**src/rtl/rr_mux_arbiter.sv**
```systemverilog
// Round-robin arbiter for four requesters sharing a 4:1 mux datapath.
// Registered one-hot grant and binary select, with a bounded hold time per owner.
module rr_mux_arbiter #(
  parameter int unsigned DW       = 1,
  parameter int unsigned MAX_HOLD = 8
) (
  input  logic            clk,
  input  logic            rst,
  input  logic [3:0]      req,
  input  logic [4*DW-1:0] in_data,
  output logic [3:0]      gnt,
  output logic [1:0]      sel,
  output logic [DW-1:0]   y,
  output logic            busy
);

  localparam int unsigned HW = (MAX_HOLD > 0) ? $clog2(MAX_HOLD + 1) : 1;
  localparam logic [HW-1:0] HOLD_MAX = HW'(MAX_HOLD);

  typedef enum logic {IDLE, GRANT} state_t;

  state_t        state, state_n;
  logic [1:0]    ptr, ptr_n, sel_n, win, next_ptr;
  logic [3:0]    gnt_n, others;
  logic          busy_n, owner_req, at_limit;
  logic [HW-1:0] hold_cnt, hold_n;

  // First asserted request in the order start, start+1, start+2, start+3 (mod 4).
  function automatic logic [1:0] rr_pick(input logic [3:0] r, input logic [1:0] start);
    logic [1:0] idx;
    rr_pick = start;
    for (int unsigned k = 4; k > 0; k--) begin
      idx = start + 2'(k - 1);
      if (r[idx]) rr_pick = idx;
    end
  endfunction

  always_comb begin
    state_n   = state;
    ptr_n     = ptr;
    sel_n     = sel;
    gnt_n     = gnt;
    busy_n    = busy;
    hold_n    = hold_cnt;
    win       = '0;
    next_ptr  = sel + 2'd1;
    others    = req & ~gnt;
    owner_req = |(req & gnt);
    at_limit  = (MAX_HOLD != 0) && (hold_cnt == HOLD_MAX);
    case (state)
      IDLE: begin
        if (|req) begin
          win     = rr_pick(req, ptr);
          gnt_n   = 4'b0001 << win;
          sel_n   = win;
          busy_n  = 1'b1;
          hold_n  = HW'(1);
          state_n = GRANT;
        end
      end
      GRANT: begin
        // Release and preemption share one path: the owner goes to the back of the line.
        if (!owner_req || (at_limit && |others)) begin
          ptr_n = next_ptr;
          if (|others) begin
            win    = rr_pick(others, next_ptr);
            gnt_n  = 4'b0001 << win;
            sel_n  = win;
            hold_n = HW'(1);
          end else begin
            gnt_n   = '0;
            busy_n  = 1'b0;
            state_n = IDLE;
          end
        end else if (MAX_HOLD != 0 && hold_cnt != HOLD_MAX) begin
          hold_n = hold_cnt + HW'(1);
        end
      end
      default: state_n = IDLE;
    endcase
  end

  always_ff @(posedge clk or posedge rst) begin
    if (rst) begin
      state    <= IDLE;
      ptr      <= '0;
      sel      <= '0;
      gnt      <= '0;
      busy     <= 1'b0;
      hold_cnt <= '0;
    end else begin
      state    <= state_n;
      ptr      <= ptr_n;
      sel      <= sel_n;
      gnt      <= gnt_n;
      busy     <= busy_n;
      hold_cnt <= hold_n;
    end
  end

  always_comb begin
    y = '0;
    if (busy) y = in_data[sel*DW +: DW];
  end

endmodule

```
**config.mk**
```make
export PLATFORM = sky130hd
export DESIGN_NAME = rr_mux_arbiter
export DESIGN_NICKNAME = d
export VERILOG_FILES = /design/src/rtl/rr_mux_arbiter.sv
export SDC_FILE = /design/constraint.sdc
export NUM_CORES = 1
export LEC_CHECK = 0
export ABC_AREA = 1
export CAP_MARGIN = 20
export CORE_MARGIN = 2
export CORE_UTILIZATION = 25
export CTS_BUF_LIST = sky130_fd_sc_hd__clkbuf_16
export CTS_CLUSTER_SIZE = 40
export DETAILED_ROUTE_END_ITERATION = 7
export GPL_ROUTABILITY_DRIVEN = 1
export PLACE_DENSITY = 0.51
export SLEW_MARGIN = 30
export SYNTH_ARGS = -nofsm -noshare
export SYNTH_HDL_FRONTEND = slang
export SYNTH_SLANG_ARGS = --single-unit
```
**constraint.sdc**
```tcl
create_clock -name clk -period 1.64 [get_ports clk]
set_input_delay 0.328 -clock clk [delete_from_list [all_inputs] [get_ports clk]]
set_output_delay 0.328 -clock clk [all_outputs]
set_load 0.01 [all_outputs]
```
* Yosys cells after proc, flatten, opt, wreduce, memory -nomap -nowiden
Cells that the tools add are included.
** Operators by class
- Magnitude comparators :: 8
- Shifts and indexed selects :: 3
- Bitwise gates (word level) :: 4
- Reduce and logical (&&, ||, !) cells :: 11
- Add/sub/neg operators :: 8
- Divide/modulo/power cells :: 0
- Equal/unequal tests :: 8
- Multiplexer cells :: 51
- $mul :: 0
** Operators with widths (number)
- $mux 2 :: 16
- $mux 4 :: 7
- $lt 2x3->1 const B :: 8
- $bmux 1 s2 :: 8
- $pmux 4 s2 :: 2
- $mux 1 :: 15
- $reduce_or 4->1 :: 3
- $reduce_and 3->1 :: 3
- $add 2x2->2 const B :: 4
- $and 4x4->4 :: 2
- $shl 1x2->4 const A :: 2
- $add 2x1->2 const B :: 3
- $add 4x1->4 const B :: 1
- $eq 4x4->1 const B :: 1
- $ne 2x1->1 const B :: 2
- $ne 2x2->1 const B :: 2
- $ne 4x4->1 const B :: 1
- $not 4->4 :: 1
- $pmux 1 s2 :: 2
- $pmux 2 s2 :: 1
- $reduce_and 2->1 :: 2
- $shiftx 4x3->1 :: 1
- $ne 3x1->1 const B :: 1
- $ne 3x3->1 const B :: 1
- other kinds (4) :: 4
** Word-level totals
- Input port bits :: 10
- Latch bits :: 0
- Memories kept :: 0
- Memory bits (read-only) :: 0
- RAM bits :: 0
- Bits in registers :: 14
- Word-level logic and storage cells :: 99
- Output and inout bits :: 8

* Depth between registers and ports, before layout
- Word-level depth :: 15
- Gate-level depth with buffers :: 15

* Worst setup path after synthesis
No wires, ideal clock.
- Path type :: register to register
- From :: register sel[0]
- To :: register gnt[2]
- Buffers on the path :: 1
- Setup slack :: 0.160 ns
- Stages on the path, launching flop included :: 13
- Arrival :: 1.363 ns
- Cell sequence :: dfrtp_1 -> buf_6 -> xor2_1 -> nand2_1 -> nand2_1 -> o21ai_2 -> nand2_1 -> nand2_2 -> nand2_1 -> nand2_1 -> nor2_1 -> nor2_1 -> nor2_1
** On the way
- Cells in the longest elaborated chain, start to end :: 15
- Elaborated cells on any way between the ends :: 23
- Those cells by class :: 4 x add/sub; 1 x shift; 18 x mux
** Ends and longest elaborated chain
- from (decl) :: line 12 : output logic [1:0] sel,
- from (signal assigned) :: line 94 : sel <= sel_n;
- $add 2x1->2 * :: line 46 : next_ptr = sel + 2'd1;
- $add 2x2->2 :: line 33 : idx = start + 2'(k - 1);
- $bmux 1 s2 :: line 34 : if (r[idx]) rr_pick = idx;
- $mux 1 (not written as such) :: line 34
- $mux 2 (3 in series) :: line 34
- $mux 2 * :: line 34
- $mux 2 * :: line 65 : if (|others) begin
- $mux 2 * :: line 63 : if (!owner_req || (at_limit && |others)) begin
- $mux 2 * :: line 50 : case (state)
- $shl 1x2->4 * :: line 67 : gnt_n = 4'b0001 << win;
- $mux 4 * :: line 65
- $mux 4 * :: line 63
- $pmux 4 s2 * :: line 50
- to (signal assigned) :: line 95 : gnt <= gnt_n;
- to (decl) :: line 11 : output logic [3:0] gnt,
Mark *: on every way between the ends. The rest lies on a longest branch, timed or not. The select of a mux whose other input is x is not followed.
A chain may end at the register's enable or synchronous reset.

* Worst setup path after layout
- From :: register sel[0]
- To :: register gnt[0]
The elaborated chain is that of the path after synthesis.

==> impl_summary.log <==
[metrics] status: finished, violations left
[metrics] violations in the final reports: negative setup slack
[metrics] pin count of the biggest net entering global routing: 15
[metrics] die area: 5610 um^2
[metrics] maximum frequency from static timing analysis: 591 MHz
[metrics] Total Power: 4.56 mW
[metrics] sequential area share after synthesis: 27.9%
[metrics] number of maximum-capacitance violations: 0
[metrics] mean cell area of the mapped netlist: 5.93 um^2
[metrics] highest-delay cell along the critical path: sky130_fd_sc_hd__dfrtp_2
[metrics] number of hold-repair buffers added at the cts stage: 0
[metrics] number of input and output port buffers inserted: 17
[metrics] TritonCTS buffer count: 3
[metrics] Worst Reg2Reg Path Length in Cells: 14
[metrics] final routed wire length divided by cell count: 11.1 um
[metrics] terminus of the critical flop-to-flop path: gnt[0]
[metrics] family with the most delay on the worst path: simple AND/OR/NAND/NOR gates
[metrics] warning count from the yosys run: 0
[metrics] headroom to the max-slew limit: 81.2%
[metrics] hold slack: 380 ps
[metrics] number of failing hold endpoints at the final stage: 0
[metrics] maximum net fanout on the critical path: 5
[metrics] initial DRC count: 36
[metrics] H-tree levels: 1
[metrics] overall fraction of global-route tracks in use: 13.4%
[metrics] Largest stage delay, worst path: 440 ps
[metrics] Static Leak: 1.11 nW
[metrics] setup clock skew after layout: 1.01 ps
[metrics] Slew Limit Fails: 0
[metrics] worst endpoint data arrival time: 1830 ps
[metrics] RePlAce Congestion: 0.837
[metrics] unrepaired setup endpoints after global routing: yes
[metrics] number of rows in the core area: 25
[metrics] post-synthesis instance area: 1260 um^2
[metrics] overall overflow remaining after global route: 0
[metrics] vias in the first global route: 1341
[metrics] net count after synthesis: 224
[metrics] Final Routed Wirelength: 3710 um
[metrics] worst setup slack before clock tree synthesis: -369 ps
[metrics] fraction of layout instances using a drive strength above 1: 39.0%
[metrics] total core area: 4790 um^2
[metrics] flop2flop setup slack: -50 ps
[metrics] length of the first detailed-routing pass in iterations: 4
[metrics] Setup Viol. Count Final: 4
[metrics] Cell variety after synth: 24
[metrics] global-route wire length before repair: 5820 um
[metrics] instance count of the mapped netlist: 212
[metrics] die outline height: 74.9 um
[metrics] half-perimeter wire length after placement: 2690 um
[metrics] final worst slack: -52.4 ps
[metrics] required time reported for the critical path endpoint: 1770 ps
[metrics] clock input transition at the sequential cells of the worst setup and hold paths: 50 ps
[metrics] time the final worst path needs with I/O delays and setup: 1690 ps
[metrics] footprint of the flip-flops and latches: 353 um^2
[metrics] path class of the lowest-slack min-delay path: in -> async
[metrics] mean number of vias per cell: 4.37
[metrics] crit-path most repeated cell: sky130_fd_sc_hd__nand2_2
[metrics] clock latency at the later pin of the worst-skew pair: 240 ps
[metrics] NumNets Final: 280
[metrics] diodes inserted: 0
[metrics] area occupied by multi-input gates: 967 um^2
[metrics] clock tree sinks: 14
[metrics] vias after detailed routing: 1459
[metrics] initial cell density of the core: 26.2%
[metrics] worst setup path class: reg -> reg
[metrics] kind of end point of the critical path: register
[metrics] count of fill cells added during filler insertion: 483
[metrics] remaining design rule violation count: 0
[metrics] crit path launch type: register
[metrics] portion of the clock cycle consumed by the worst path in the final layout: 103%
[metrics] I/O pin cnt: 18
[metrics] synthesis-stage register bit count: 14
[metrics] power density of the placed cells: 2190 nW/um^2
[metrics] number of buffers on the longest clock path: 2
[metrics] CTS root buffer: sky130_fd_sc_hd__clkbuf_16
[metrics] die outline width: 74.9 um
[metrics] number of antenna violations at the first check in global routing: 0
[metrics] transition time at the pin with the least slew margin: 283 ps
[metrics] beginning of the worst register-to-register path: sel[0]
[metrics] Worst IR Drop VDD: 921 uV
[metrics] CTS tree: yes
[metrics] synth-to-layout area growth: 65.5%
[metrics] number of buffers and inverters on the critical path: 3
[metrics] worst path cell trace: inv_2, buf_6, nand3_4, nand2_4, buf_4, nand2_2, nand3_2, nand2_2, nand3_2, nand2_1, nand2_2, nor2_2, nor2_1, nor2_1
[metrics] residual antenna-violating net count after detailed routing: 0
tightest hold or removal path, delay by kind of cell:
family	cells	cell delay, ps
buffers and inverters	3	660
layer usage:
metal	vias up	wire [um]	GRT usage, %
met2	15	1810	22.4
met5	-	0	0
met3	6	60	1.47
met1	660	1790	18.1
li1	778	-	-
met4	0	44	4.17
metrics by stage:
step | cell area, um^2 | setup TNS (ps) | util [%] | std cells
after floorplan | 1260 | 0 | - | 212
after global placement | 1700 | -4210 | 35.5 | 322
after detailed placement | 1700 | -4020 | 35.5 | 322
after CTS | 1890 | -121 | 39.5 | 332
after global routing | 2080 | -848 | 43.5 | 334
final | 2080 | -123 | 43.5 | 334
area by class of cell:
cell class / count / share of cell area, %
tap: 67 / 4.03
multi-input combinational: 162 / 46.5
clock buffer: 3 / 3.61
sequential: 14 / 17.0
clock inverter: 1 / 0.181
timing repair buffer: 55 / 22.8
inverter: 32 / 5.90
what timing repair did:
| action | 4_1_cts | 5_1_grt |
|---|---|---|
| setup buffers | 6 | 3 |
| endpoints found under the setup margin | 11 | 11 |
| cloned | 0 | 0 |
| resized for setup | 32 | 53 |
| pin swaps | 16 | 22 |
report_power, final:
| part | internal (mW) | switching, mW |
|---|---|---|
| Clock | 0.323 | 0.145 |
| Sequential | 0.505 | 0.166 |
| Combinational | 1.50 | 1.92 |
flip-flops by register name (all words and copies together) (netlist names):
| signal | flops |
|---|---|
| state | 1 |
| busy | 1 |
| sel | 2 |
| gnt | 4 |
| hold_cnt | 4 |
| ptr | 2 |
cell usage after synthesis:
| cell | n | area, um^2 |
|---|---|---|
| sky130_fd_sc_hd__o22ai_1 | 2 | 12.5 |
| sky130_fd_sc_hd__a21oi_2 | 1 | 8.76 |
| sky130_fd_sc_hd__buf_2 | 1 | 5.00 |
| sky130_fd_sc_hd__xor2_1 | 1 | 8.76 |
| sky130_fd_sc_hd__nor3_1 | 1 | 5.00 |
| sky130_fd_sc_hd__o21bai_1 | 1 | 7.51 |
| sky130_fd_sc_hd__xnor2_1 | 1 | 8.76 |
| sky130_fd_sc_hd__inv_1 | 31 | 116 |
| sky130_fd_sc_hd__o21ai_2 | 1 | 8.76 |
| sky130_fd_sc_hd__inv_2 | 1 | 3.75 |
| sky130_fd_sc_hd__nand3_1 | 29 | 145 |
| sky130_fd_sc_hd__nand4_1 | 1 | 6.26 |
| sky130_fd_sc_hd__o21ai_0 | 7 | 35.0 |
| sky130_fd_sc_hd__a22oi_1 | 1 | 7.51 |
| sky130_fd_sc_hd__ha_1 | 2 | 25.0 |
| sky130_fd_sc_hd__o2111ai_4 | 1 | 26.3 |
| sky130_fd_sc_hd__dfrtp_1 | 14 | 350 |
| sky130_fd_sc_hd__o21ai_1 | 2 | 10.0 |
| sky130_fd_sc_hd__buf_6 | 3 | 33.8 |
| sky130_fd_sc_hd__nor2_1 | 28 | 105 |
| sky130_fd_sc_hd__nand2_1 | 75 | 282 |
| sky130_fd_sc_hd__a21oi_1 | 4 | 20.0 |
| sky130_fd_sc_hd__a31oi_1 | 1 | 6.26 |
| sky130_fd_sc_hd__nand2_2 | 3 | 18.8 |
logic make-up (layout without fill, tap and decap cells):
logic type	count (synthesis)	in the layout	share of synthesized area, %
compound gates	21	21	11.4
xor+xnor	2	2	1.39
simple gates	137	137	44.7
buf+inv	36	91	12.6
fa+ha+maj	2	2	1.99
flops	14	14	27.9
worst max path at each step:
stage / start / end / slack [ps] / depth (start not counted)
2_1_floorplan: sel[0] / gnt[2] / 160 / 12
3_3_place_gp: req[0] / gnt[3] / -380 / 11
3_5_place_dp: req[2] / gnt[0] / -370 / 13
4_1_cts: sel[0] / gnt[0] / -50 / 14
5_1_grt: sel[0] / gnt[2] / -180 / 13
6_report: sel[0] / gnt[0] / -50 / 14
layout by cell type, fill, tap and decap left out, drive strengths merged, types with 4 or more instances in the layout:
cell type / n
clkdlybuf4s50: 7
dlygate4sd2: 4
o21ai: 10
buf: 39
a21oi: 5
nand3: 29
dlymetal6s2s: 4
dfrtp: 14
nand2: 78
nor2: 28
inv: 32
(Power assumes the default switching activity.)
